[src/rtl/priority_4_decoder.sv]
// priority_4_decoder: packs a frame of 2-bit codes into one-hot nibble slots and holds it until the consumer takes it
module priority_4_decoder #(
  parameter int FRAME = 4,
  parameter int CW = $clog2(FRAME) + 1
) (
  input  logic               clk,
  input  logic               rst,
  input  logic               in_valid,
  output logic               in_ready,
  input  logic [1:0]         in_code,
  input  logic               in_last,
  output logic               out_valid,
  input  logic               out_ready,
  output logic [4*FRAME-1:0] out_data,
  output logic [CW-1:0]      out_len,
  output logic               out_short
);
  typedef enum logic {COLLECT, HOLD} state_t;
  state_t r_state, w_next;
  logic [CW-1:0] r_count;
  logic [4*FRAME-1:0] r_slots;
  logic w_accept, w_close, w_release;
  assign w_accept = in_valid && r_state == COLLECT;
  assign w_close = w_accept && (in_last || r_count == CW'(FRAME - 1));
  assign w_release = r_state == HOLD && out_ready;
  always_ff @(posedge clk or posedge rst)
    if (rst) r_state <= COLLECT;
    else r_state <= w_next;
  always_comb
    w_next = r_state == COLLECT ? (w_close ? HOLD : COLLECT) : (out_ready ? COLLECT : HOLD);
  always_comb begin
    in_ready = r_state == COLLECT;
    out_valid = r_state == HOLD;
    out_data = r_slots;
    out_len = r_count;
    out_short = r_state == HOLD && r_count < CW'(FRAME);
  end
  always_ff @(posedge clk or posedge rst)
    if (rst) begin
      r_count <= '0;
      r_slots <= '0;
    end else if (w_release) begin
      r_count <= '0;
      r_slots <= '0;
    end else if (w_accept) begin
      r_count <= r_count + 1'b1;
      for (int k = 0; k < FRAME; k++)
        if (r_count == CW'(k)) r_slots[4*k +: 4] <= 4'b0001 << in_code;
    end
endmodule
[config.mk]
export PLATFORM = sky130hd
export DESIGN_NAME = priority_4_decoder
export DESIGN_NICKNAME = d
export VERILOG_FILES = /design/src/rtl/priority_4_decoder.sv
export SDC_FILE = /design/constraint.sdc
export NUM_CORES = 1
export LEC_CHECK = 0
export BUFFER_PORTS_ARGS = -buffer_cell sky130_fd_sc_hd__buf_2
export CORE_ASPECT_RATIO = 1.25
export CORE_MARGIN = 2
export CORE_UTILIZATION = 46
export CTS_BUF_LIST = sky130_fd_sc_hd__clkbuf_4 sky130_fd_sc_hd__clkbuf_8 sky130_fd_sc_hd__clkbuf_16
export DETAILED_ROUTE_END_ITERATION = 6
export GPL_ROUTABILITY_DRIVEN = 1
export PLACE_DENSITY = 0.74
export SETUP_SLACK_MARGIN = 0.4
export SYNTH_ARGS = -nofsm -noshare
export SYNTH_HDL_FRONTEND = slang
export SYNTH_SLANG_ARGS = --single-unit
[constraint.sdc]
create_clock -name clk -period 1.2 [get_ports clk]
set_input_delay 0.18 -clock clk [delete_from_list [all_inputs] [get_ports clk]]
set_output_delay 0.18 -clock clk [all_outputs]
set_load 0.01 [all_outputs]
==> results_dict.tcl, run 1 <==
set metrics [dict create \
    post-route-worst-setup-slack_ns -0.0748 \
    crit_top_cell "ha_4" \
    cts.sink_count 20 \
    drt_drc_violations_left 0 \
    flow.area_growth_from_synthesis_pct 44.4 \
    detailed_place_hpwl_mm 1.72 \
    drt-pass1-iter-count 2 \
    floorplan.initialDensity_pct 48.7 \
    yosys_warnings 0 \
    clock_latency_ns 0.30 \
    syn_avg_cell_area_sq_um 12.5 \
    initial_antenna_violation_count 0 \
    yosys.area.top_type "dfrtp_1" \
    cts-root-buf "clkbuf_4" \
    clkTransAtPathRegs_ns 0.12 \
    fin_worst_skew_ns 0.00407 \
    post_route_cells_drive_above_1_share_pct 65.6 \
    max_slew.worst_pin.slew_ns 0.249 \
    drt-wirelength-per-cell_um 15.4 \
    number_of_flops_mapped_to_enable_cells_by_yosys 0 \
    max-cap-violations 0 \
    reg2reg_depth 4 \
    slowest_stage "dfrtp_2" \
    finalWorstPathRequiredPeriod_ns 1.27 \
    first_global_vias 804 \
    crit_path_max_incr_delay_ns 0.50 \
    post_layout_nonfiller_instances 156 \
    startpoint_type "flip-flop" \
    holdCritPathClass "primary input to flip-flop" \
    multi_input_area_sq_um 626 \
    path_delay_family "flip-flops" \
    die_height_um 58.1 \
    drt_iter0_markers 8 \
    ctsHtreeMaxLevel 1 \
    r2r_setup_slack_ns -0.07 \
    floorplan.io_pins 29 \
    worst_ep_required_time_ns 1.42 \
    core_region_area_sq_um 2210 \
    synth_area_leaders "dfrtp_1 47%, mux2i_1 16%, a21bo_2 15%" \
    synth_seq_area_share_pct 46.5 \
    netlist_area_sq_um 1080 \
    power.total_mw 2.96 \
    route.detailed.vias_per_inst 5.08 \
    design.die.area_sq_um 2740 \
    register_bit_count_reported_by_yosys 20 \
    final.setup.tns_ns -0.491 \
    setup.worst_path.class "flip-flop to flip-flop" \
    antenna_cells_inserted 0 \
    fin_crit_sh_pct 106 \
    largest_net_degree_at_the_start_of_global_routing 21 \
    grt.total_usage_pct 19.6 \
    cp-end-kind "flip-flop" \
    timing_hold_violations_final 0 \
    number_of_filler_cells_placed_in_the_layout 170 \
    peakVddDrop_uv 1190 \
    total_grt_overflow 0 \
    critPathBufInv 0 \
    antenna_left 0 \
    final-max-slew-violation-count 0 \
    synth_nets 98 \
    power_density_nw_per_um2 1910 \
    finish.net_count 138 \
    place_ws_ns -0.0253 \
    post_synth_most_frequent_cells "20 x dfrtp_1, 17 x mux2i_1, 16 x a21bo_2" \
    critPathArrivalTime_ns 1.50 \
    clockBufferDepth 2 \
    final-seq-area_sq_um 505 \
    row_count 19 \
    crit_chain "ha_4 > ha_4 > nand3b_4 > mux2i_1" \
    die-width_um 47.3 \
    place.port_buffers 28 \
    worst-path-stages 4 \
    yosysTopAreaCellShare_pct 46.5 \
    p_leak_nw 0.856 \
    globalRoute.busiestLayer "met2" \
    grt_pass1_wl_mm 3.80 \
    rsz0062_at_grt "true" \
    met3_usage_pct 2.49 \
    async_reset_ff_share_pct 100 \
    regToRegEndpoint "out_data[15]$_DFFE_PP0P_" \
    placed_cells_incl_taps 147 \
    max_freq_mhz 784 \
    wl_mm 2.40 \
    routabilityCongestion 0.747 \
    cts-buffers-inserted 3 \
    crit_fanout 5 \
    crit_path_to "out_data[15]$_DFFE_PP0P_" \
    setup_viol 20 \
    global_route.usage.met2_pct 33.0 \
    outcome "finished, violations left" \
    r2r-start "out_len[1]$_DFFE_PP0P_" \
    layout.core_utilization_pct 70.3 \
    via_count 793 \
    grt.met1_usage_pct 23.8 \
    worstSetupStartpoint "out_len[1]$_DFFE_PP0P_" \
    slew_headroom_pct 83.1 \
    synthesis.instances 86 \
    synth_top_flop_cell "dfrtp_1" \
    failing_checks "negative setup slack" \
    yosysMostFrequentCell "dfrtp_1" \
    netlist-cell-type-count 19 \
    cts_tree "yes" \
]
==> report_power, final <==
group	internal (mW)	switching [mW]
combinational	0.791	0.584
sequential	0.872	0.165
clock	0.337	0.211
total	2.00	0.961
==> worst register-to-register path, delay by kind of cell, from the launching register on <==
family	cells	cell delay (ns)
muxes	1	0.23
DFF	1	0.50
adders and majority gates	2	0.36
and+or+nand+nor	1	0.11
==> routing by layer <==
layer,share of wire [%],wire length (um)
met1,38,920
met2,56,1340
met3,3.6,86
met4,1.9,46
met5,0,0
==> repair_timing <==
action / in CTS / in global routing
hold buffers: 1 / 0
endpoints found under the setup margin: 42 / 42
hold endpoints to repair: 20 / 0
buffers inserted: 3 / 1
gates resized for setup: 18 / 11
pin swaps: 2 / 1
==> state kept, by name, indices dropped and copies added, names as in the netlist <==
| signal | flops |
|---|---|
| out_data | 16 |
| out_len | 3 |
| out_valid | 1 |
==> worst min path at each step <==
stage / from / to / slack, ns / cells past startpoint
2_1_floorplan: rst / out_data[0]$_DFFE_PP0P_ / 0.14 / 1
3_3_place_gp: rst / out_len[2]$_DFFE_PP0P_ / 0.22 / 3
3_5_place_dp: rst / out_len[2]$_DFFE_PP0P_ / 0.22 / 3
4_1_cts: in_last / out_valid$_DFF_PP0_ / 0.14 / 3
5_1_grt: in_last / out_valid$_DFF_PP0_ / 0.12 / 3
6_report: in_last / out_valid$_DFF_PP0_ / 0.13 / 3
==> layout by cell type, fill, tap and decap left out <==
| cell | n |
|---|---|
| inv_1 | 2 |
| mux2i_1 | 16 |
| a22o_1 | 1 |
| inv_4 | 2 |
| o22ai_2 | 1 |
| buf_8 | 1 |
| buf_6 | 10 |
| dlygate4sd3_1 | 1 |
| nand2b_1 | 2 |
| o2bb2ai_1 | 1 |
| buf_2 | 24 |
| mux2_4 | 1 |
| nand3b_4 | 1 |
| bufinv_16 | 1 |
| dfrtp_2 | 4 |
| buf_4 | 6 |
| nand2_1 | 1 |
| mux2i_2 | 1 |
| clkbuf_4 | 3 |
| nand2b_4 | 1 |
| nand4bb_1 | 3 |
| or2_2 | 1 |
| nor2b_2 | 1 |
| ha_4 | 5 |
| dfrtp_1 | 16 |
| nor2_4 | 2 |
| inv_6 | 1 |
| a21bo_2 | 16 |
==> layout make-up <==
cell class / count / share of cell area [%]
Clock buffer: 3 / 1.45
Clock inverter: 1 / 1.93
Inverter: 5 / 1.85
Multi-Input combinational cell: 54 / 40.3
Sequential cell: 20 / 32.5
Tap cell: 31 / 2.50
Timing Repair Buffer: 42 / 19.5
==> stage by stage <==
step,hold WS (ns),area [sq um]
2_1_floorplan,0.144,1130
3_3_place_gp,0.216,1330
3_5_place_dp,0.224,1330
4_1_cts,0.141,1490
5_1_grt,0.119,1550
6_report,0.135,1550
==> kinds of logic (layout without fill, tap and decap cells) <==
logic type | count (synthesis) | count (layout) | synth area share (%)
muxes | 18 | 18 | 16.9
buffers and inverters | 12 | 51 | 5.58
and+or+nand+nor | 12 | 12 | 8.14
AOI/OAI and AO/OA | 19 | 19 | 17.1
adders and majority gates | 5 | 5 | 5.81
DFF | 20 | 20 | 46.5
No activity file was read; power rests on OpenSTA's default activity.
==> run 2, diff against run 1 <==
- CORE_UTILIZATION: 46 -> 51
- PLACE_DENSITY: 0.74 -> 0.78
- clock period: 1.2 -> 1.43 ns (I/O delays scaled with it)
==> run 2 against run 1 <==
  * The run now ends clean
  * Sequential power decreased by 16%
  * Sequential share of layout area about the same
  * Clock skew decreased by 0.00096 ns
  * Flip-flop and latch count unchanged
  * Cell count decreased by 6.4%
  * Combinational power decreased by 12%
  * Worst hold slack improved by 0.044 ns
  * Clock-buffer cell count increased by 1
  * Largest power group unchanged
  * Highest routed layer unchanged
==> results_dict.tcl, run 2 (synthesis gave the netlist of run 1 again) <==
set metrics [dict create \
    crit_fanout 4 \
    finish.net_count 139 \
    number_of_filler_cells_placed_in_the_layout 123 \
    holdCritPathClass "primary input to flip-flop" \
    floorplan.io_pins 29 \
    drt_drc_violations_left 0 \
    outcome "completed" \
    grt_pass1_wl_mm 4.02 \
    layout.cells.most_common "buf_2" \
    row_count 18 \
    floorplan.initialDensity_pct 54.3 \
    critPathArrivalTime_ns 1.48 \
    initial_antenna_violation_count 0 \
    peakVddDrop_uv 1000 \
    number_of_flip_flops_under_the_largest_register_name 16 \
    power.switching_fraction_pct 34.0 \
    route.detailed.vias_per_inst 5.36 \
    total_grt_overflow 0 \
    grt.total_usage_pct 21.8 \
    cts_tree "yes" \
    layout.cells.most_common_list "22 x buf_2, 17 x mux2i_1, 16 x a21bo_2, 16 x dfrtp_1, 11 x buf_6" \
    finalWorstPathRequiredPeriod_ns 1.26 \
    clockBufferDepth 2 \
    cp-end-kind "flip-flop" \
    post-route-worst-setup-slack_ns 0.168 \
    wl_mm 2.42 \
    design.die.area_sq_um 2500 \
    max_freq_mhz 792 \
    global_route.usage.met2_pct 34.5 \
    grt.met1_usage_pct 30.0 \
    die_height_um 55.4 \
    combinationalPowerShare_pct 51.2 \
    final-max-slew-violation-count 0 \
    largest_net_degree_at_the_start_of_global_routing 21 \
    timing_hold_violations_final 0 \
    startpoint_type "flip-flop" \
    worst_ep_required_time_ns 1.65 \
    ctsHtreeMaxLevel 1 \
    cts-root-buf "clkbuf_4" \
    power_density_nw_per_um2 1540 \
    p_leak_nw 0.851 \
    max_slew.worst_pin.slew_ns 0.279 \
    place.port_buffers 28 \
    power_frac_seq_pct 36.5 \
    detailed_place_hpwl_mm 1.57 \
    clock_latency_ns 0.30 \
    power.total_mw 2.39 \
    core_region_area_sq_um 1980 \
    fin_worst_skew_ns 0.00311 \
    flow.area_growth_from_synthesis_pct 44.3 \
    setup_viol 0 \
    first_global_vias 831 \
    drt-pass1-iter-count 4 \
    setup.worst_path.class "flip-flop to flip-flop" \
    post_layout_nonfiller_instances 146 \
    p_sw_mw 0.811 \
    fin_crit_sh_pct 88.3 \
    via_count 783 \
    cts-buffers-inserted 3 \
    rsz0062_at_grt "true" \
    slew_headroom_pct 80.9 \
    antenna_cells_inserted 0 \
    clkTransAtPathRegs_ns 0.11 \
    power_frac_clock_pct 12.3 \
    globalRoute.busiestLayer "met2" \
    post_route_cells_drive_above_1_share_pct 66.7 \
    p_int_mw 1.58 \
    antenna_left 0 \
    met3_usage_pct 1.96 \
    max-cap-violations 0 \
    die-width_um 45.1 \
    cts.sink_count 20 \
    final.setup.tns_ns 0 \
    place_ws_ns 0.137 \
    drt_iter0_markers 15 \
    drt-wirelength-per-cell_um 16.6 \
    placed_cells_incl_taps 131 \
    routabilityCongestion 0.733 \
]
## run 2: cell count changes in the layout (fill, tap and decap cells not counted), sizes merged
cell,delta
bufinv,-1
buf,+1
clkbuf,+1
## run 2: per-stage QoR
step	instance area (sq um)	utilization, %	hold WS [ns]
2_1_floorplan	1110	-	0.178
3_3_place_gp	1260	63.8	0.250
3_5_place_dp	1260	63.8	0.256
4_1_cts	1510	75.9	0.188
5_1_grt	1550	78.3	0.179
6_report	1550	78.3	0.178
## run 2: power groups by stage
stage                     Clock (mW)  Combinational, mW  Sequential, mW
after detailed placement           0              0.846           0.857
after floorplan                    0              0.512           0.915
final                          0.294               1.22           0.871
after CTS                      0.300               1.16           0.856
after global placement             0              0.826           0.848
after global routing           0.327               1.33           0.893
## run 2: metal layers
metal | vias up | part of all wire [%]
met5 | - | 0
li1 | 376 | -
met2 | 19 | 50
met1 | 383 | 45
met3 | 5 | 2.8
met4 | 0 | 2.1
## run 2: layout make-up
type	count	area, sq um	area share, %
Timing Repair Buffer	43	312	20.1
Sequential cell	20	505	32.6
Clock buffer	4	30.0	1.93
Multi-Input combinational cell	54	659	42.5
Inverter	5	21.3	1.37
Tap cell	20	25.0	1.61
## run 2: worst max-delay path: stages (launching register included)
cell and delay, ns:
dfrtp_2 0.50, ha_4 0.19, ha_4 0.16, nand3b_4 0.11, mux2i_1 0.22
## run 2: timing repair
action | 4_1_cts | 5_1_grt
pin swaps | 5 | 0
endpoints found under the hold margin | 20 | 0
hold buffers | 1 | 0
endpoints found under the setup margin | 42 | 42
gates resized for setup | 25 | 6
setup buffers | 8 | 2
## run 2: final timing paths
check                                      endpoint                     start  slack [ns]  cells after the start
max                        out_data[13]$_DFFE_PP0P_    out_len[0]$_DFFE_PP0P_        0.17                      4
min reg2reg                out_data[10]$_DFFE_PP0P_  out_data[10]$_DFFE_PP0P_        0.65                      2
max reg2reg                out_data[13]$_DFFE_PP0P_    out_len[0]$_DFFE_PP0P_        0.17                      4
min in group asynchronous   out_data[6]$_DFFE_PP0P_                       rst        0.47                      4
min                             out_valid$_DFF_PP0_                   in_last        0.18                      3
max in group asynchronous    out_len[0]$_DFFE_PP0P_                       rst        0.73                      4
==> run 3, diff against run 2 <==
- ABC_AREA: default -> 1
- CORE_UTILIZATION: 51 -> 49
- PLACE_DENSITY: 0.78 -> 0.76
==> run 3 against run 2 <==
  * Routed wire length is 14% higher
  * Via count up 30%
  * Global-route usage is 0.57 points higher
  * Register-to-register slack better by 0.03 ns
  * Clock skew decreased by 0.0010 ns
  * Worst hold slack got worse by 0.082 ns
  * Sequential power fell by 2.8%
==> results_dict.tcl, run 3 <==
set metrics [dict create \
    total_grt_overflow 0 \
    initial_antenna_violation_count 0 \
    antenna_cells_inserted 0 \
    max-cap-violations 0 \
    design.die.area_sq_um 2400 \
    number_of_flip_flops_under_the_largest_register_name 16 \
    r2r-start "out_len[1]$_DFFE_PP0P_" \
    place.port_buffers 28 \
    p_leak_nw 0.873 \
    yosys.area.top_type "dfrtp_1" \
    cts_tree "yes" \
    cp-end-kind "primary output" \
    number_of_flops_mapped_to_enable_cells_by_yosys 0 \
    async_reset_ff_share_pct 100 \
    critPathArrivalTime_ns 1.03 \
    layout.cells.most_common_list "39 x nand2_1, 28 x buf_2, 27 x buf_4" \
    drt_drc_violations_left 0 \
    max_slew.worst_pin.slew_ns 0.255 \
    netlist-cell-type-count 16 \
    synth_seq_area_share_pct 50.6 \
    cts-buffers-inserted 3 \
    die-width_um 44.2 \
    via_count 1021 \
    power_density_nw_per_um2 1660 \
    final.setup.tns_ns 0 \
    synth_area_leaders "dfrtp_1 51%, nand2_1 17%, nand3_1 8.6%" \
    clockBufferDepth 2 \
    core_region_area_sq_um 1940 \
    largest_net_degree_at_the_start_of_global_routing 21 \
    slew_headroom_pct 83.0 \
    first_global_vias 937 \
    drt_iter0_markers 29 \
    grt.total_usage_pct 22.4 \
    finalWorstPathRequiredPeriod_ns 1.24 \
    grt.met1_usage_pct 22.7 \
    yosys_warnings 0 \
    startpoint_type "flip-flop" \
    met3_usage_pct 1.98 \
    register_bit_count_reported_by_yosys 20 \
    outcome "completed" \
    flow.area_growth_from_synthesis_pct 55.0 \
    peakVddDrop_uv 1140 \
    setup.worst_path.class "flip-flop to primary output" \
    layout.core_utilization_pct 79.2 \
    layout.cells.most_common "nand2_1" \
    globalRoute.busiestLayer "met2" \
    yosysTopAreaCellShare_pct 50.6 \
    floorplan.io_pins 29 \
    setup_viol 0 \
    post_route_cells_drive_above_1_share_pct 55.3 \
    row_count 18 \
    synth_top_flop_cell "dfrtp_1" \
    cts-root-buf "clkbuf_4" \
    timing_hold_violations_final 0 \
    finish.net_count 192 \
    rsz0062_at_grt "true" \
    route.detailed.vias_per_inst 5.13 \
    max_freq_mhz 804 \
    fin_worst_skew_ns 0.00208 \
    die_height_um 54.2 \
    synthesis.instances 120 \
    netlist_area_sq_um 990 \
    cts.sink_count 20 \
    floorplan.initialDensity_pct 51.1 \
    routabilityCongestion 0.838 \
    worst_ep_required_time_ns 1.22 \
    grt_pass1_wl_mm 3.84 \
    yosysMostFrequentCell "nand2_1" \
    antenna_left 0 \
    drt-wirelength-per-cell_um 13.9 \
    holdCritPathClass "primary input to flip-flop" \
    clock_latency_ns 0.31 \
    synth_nets 132 \
    fin_crit_sh_pct 86.9 \
    global_route.usage.met2_pct 44.9 \
    ctsHtreeMaxLevel 1 \
    final-max-slew-violation-count 0 \
    drt-pass1-iter-count 4 \
    holdCritStartpoint "out_ready" \
    wl_mm 2.77 \
    post_synth_most_frequent_cells "44 x nand2_1, 20 x dfrtp_1, 17 x nand3_1" \
    syn_avg_cell_area_sq_um 8.25 \
    detailed_place_hpwl_mm 1.68 \
    crit_fanout 4 \
    worstSetupStartpoint "out_valid$_DFF_PP0_" \
    clkTransAtPathRegs_ns 0.12 \
]
run 3: cell types whose count changed after synthesis, sizes merged, moves of 3 or more:
cell	delta
nand2	+45
mux2i	-17
nand3	+17
a21bo	-16
nor2	+10
inv	+8
o21ai	+4
clkbuf	-3
nand2b	-3
nand4bb	-3
run 3: logic make-up (layout without fill, tap and decap cells):
| group | count (synthesis) | count (layout) | synth area share (%) |
|---|---|---|---|
| AND/OR/NAND/NOR | 75 | 75 | 32.9 |
| flip-flops | 20 | 20 | 50.6 |
| buffers and inverters | 15 | 74 | 7.58 |
| adder cells (fa/ha/maj) | 5 | 5 | 6.32 |
| AO/OA/AOI/OAI | 5 | 5 | 2.66 |
run 3: worst max-delay path: stages (launching register included):
cell and delay (ns):
dfrtp_2 0.45, inv_2 0.09, nor2_2 0.04, buf_2 0.14
run 3: worst paths after layout:
| check | depth (start not counted) | slack (ns) | endpoint |
|---|---|---|---|
| max reg2reg | 7 | 0.20 | out_data[6]$_DFFE_PP0P_ |
| max in group asynchronous | 4 | 0.75 | out_valid$_DFF_PP0_ |
| min | 2 | 0.1 | out_valid$_DFF_PP0_ |
| max | 3 | 0.19 | out_short |
| min reg2reg | 2 | 0.51 | out_data[5]$_DFFE_PP0P_ |
| min in group asynchronous | 4 | 0.46 | out_data[5]$_DFFE_PP0P_ |
run 3: final cells by class:
| cell class | instances | area [sq um] |
|---|---|---|
| multi-input cells | 85 | 549 |
| clock buffers | 4 | 36.3 |
| inverters | 13 | 55.1 |
| flip-flops and latches | 20 | 504 |
| fillers | 131 | 403 |
| well taps | 20 | 25.0 |
| repair buffers | 57 | 364 |
run 3: routing by layer:
metal | vias to the layer above | wire, um
li1 | 494 | -
met1 | 489 | 1100
met2 | 31 | 1500
met3 | 7 | 102
met4 | 0 | 68
met5 | - | 0
run 3: per-stage QoR:
stage / hold WS, ns / instance area (sq um) / std cells / power (mW) / setup slack (ns)
after floorplan: 0.178 / 1010 / 120 / 1.34 / 0.327
after global placement: 0.246 / 1170 / 168 / 1.59 / 0.240
after detailed placement: 0.250 / 1170 / 168 / 1.62 / 0.212
after CTS: 0.0972 / 1380 / 191 / 2.21 / 0.214
after global routing: 0.102 / 1530 / 199 / 2.69 / 0.121
final: 0.0966 / 1530 / 199 / 2.54 / 0.187
run 3: where the power goes:
| part | internal [mW] | total, mW | switching (mW) |
|---|---|---|---|
| Combinational | 0.650 | 1.36 | 0.705 |
| Clock | 0.156 | 0.340 | 0.184 |
| Sequential | 0.717 | 0.847 | 0.130 |
run 3: repair_timing:
item	CTS	global route
hold buffers	1	0
hold endpoints to repair	20	0
gates resized for setup	12	24
pin swaps	8	8
setup buffers	18	8
endpoints found under the setup margin	41	42
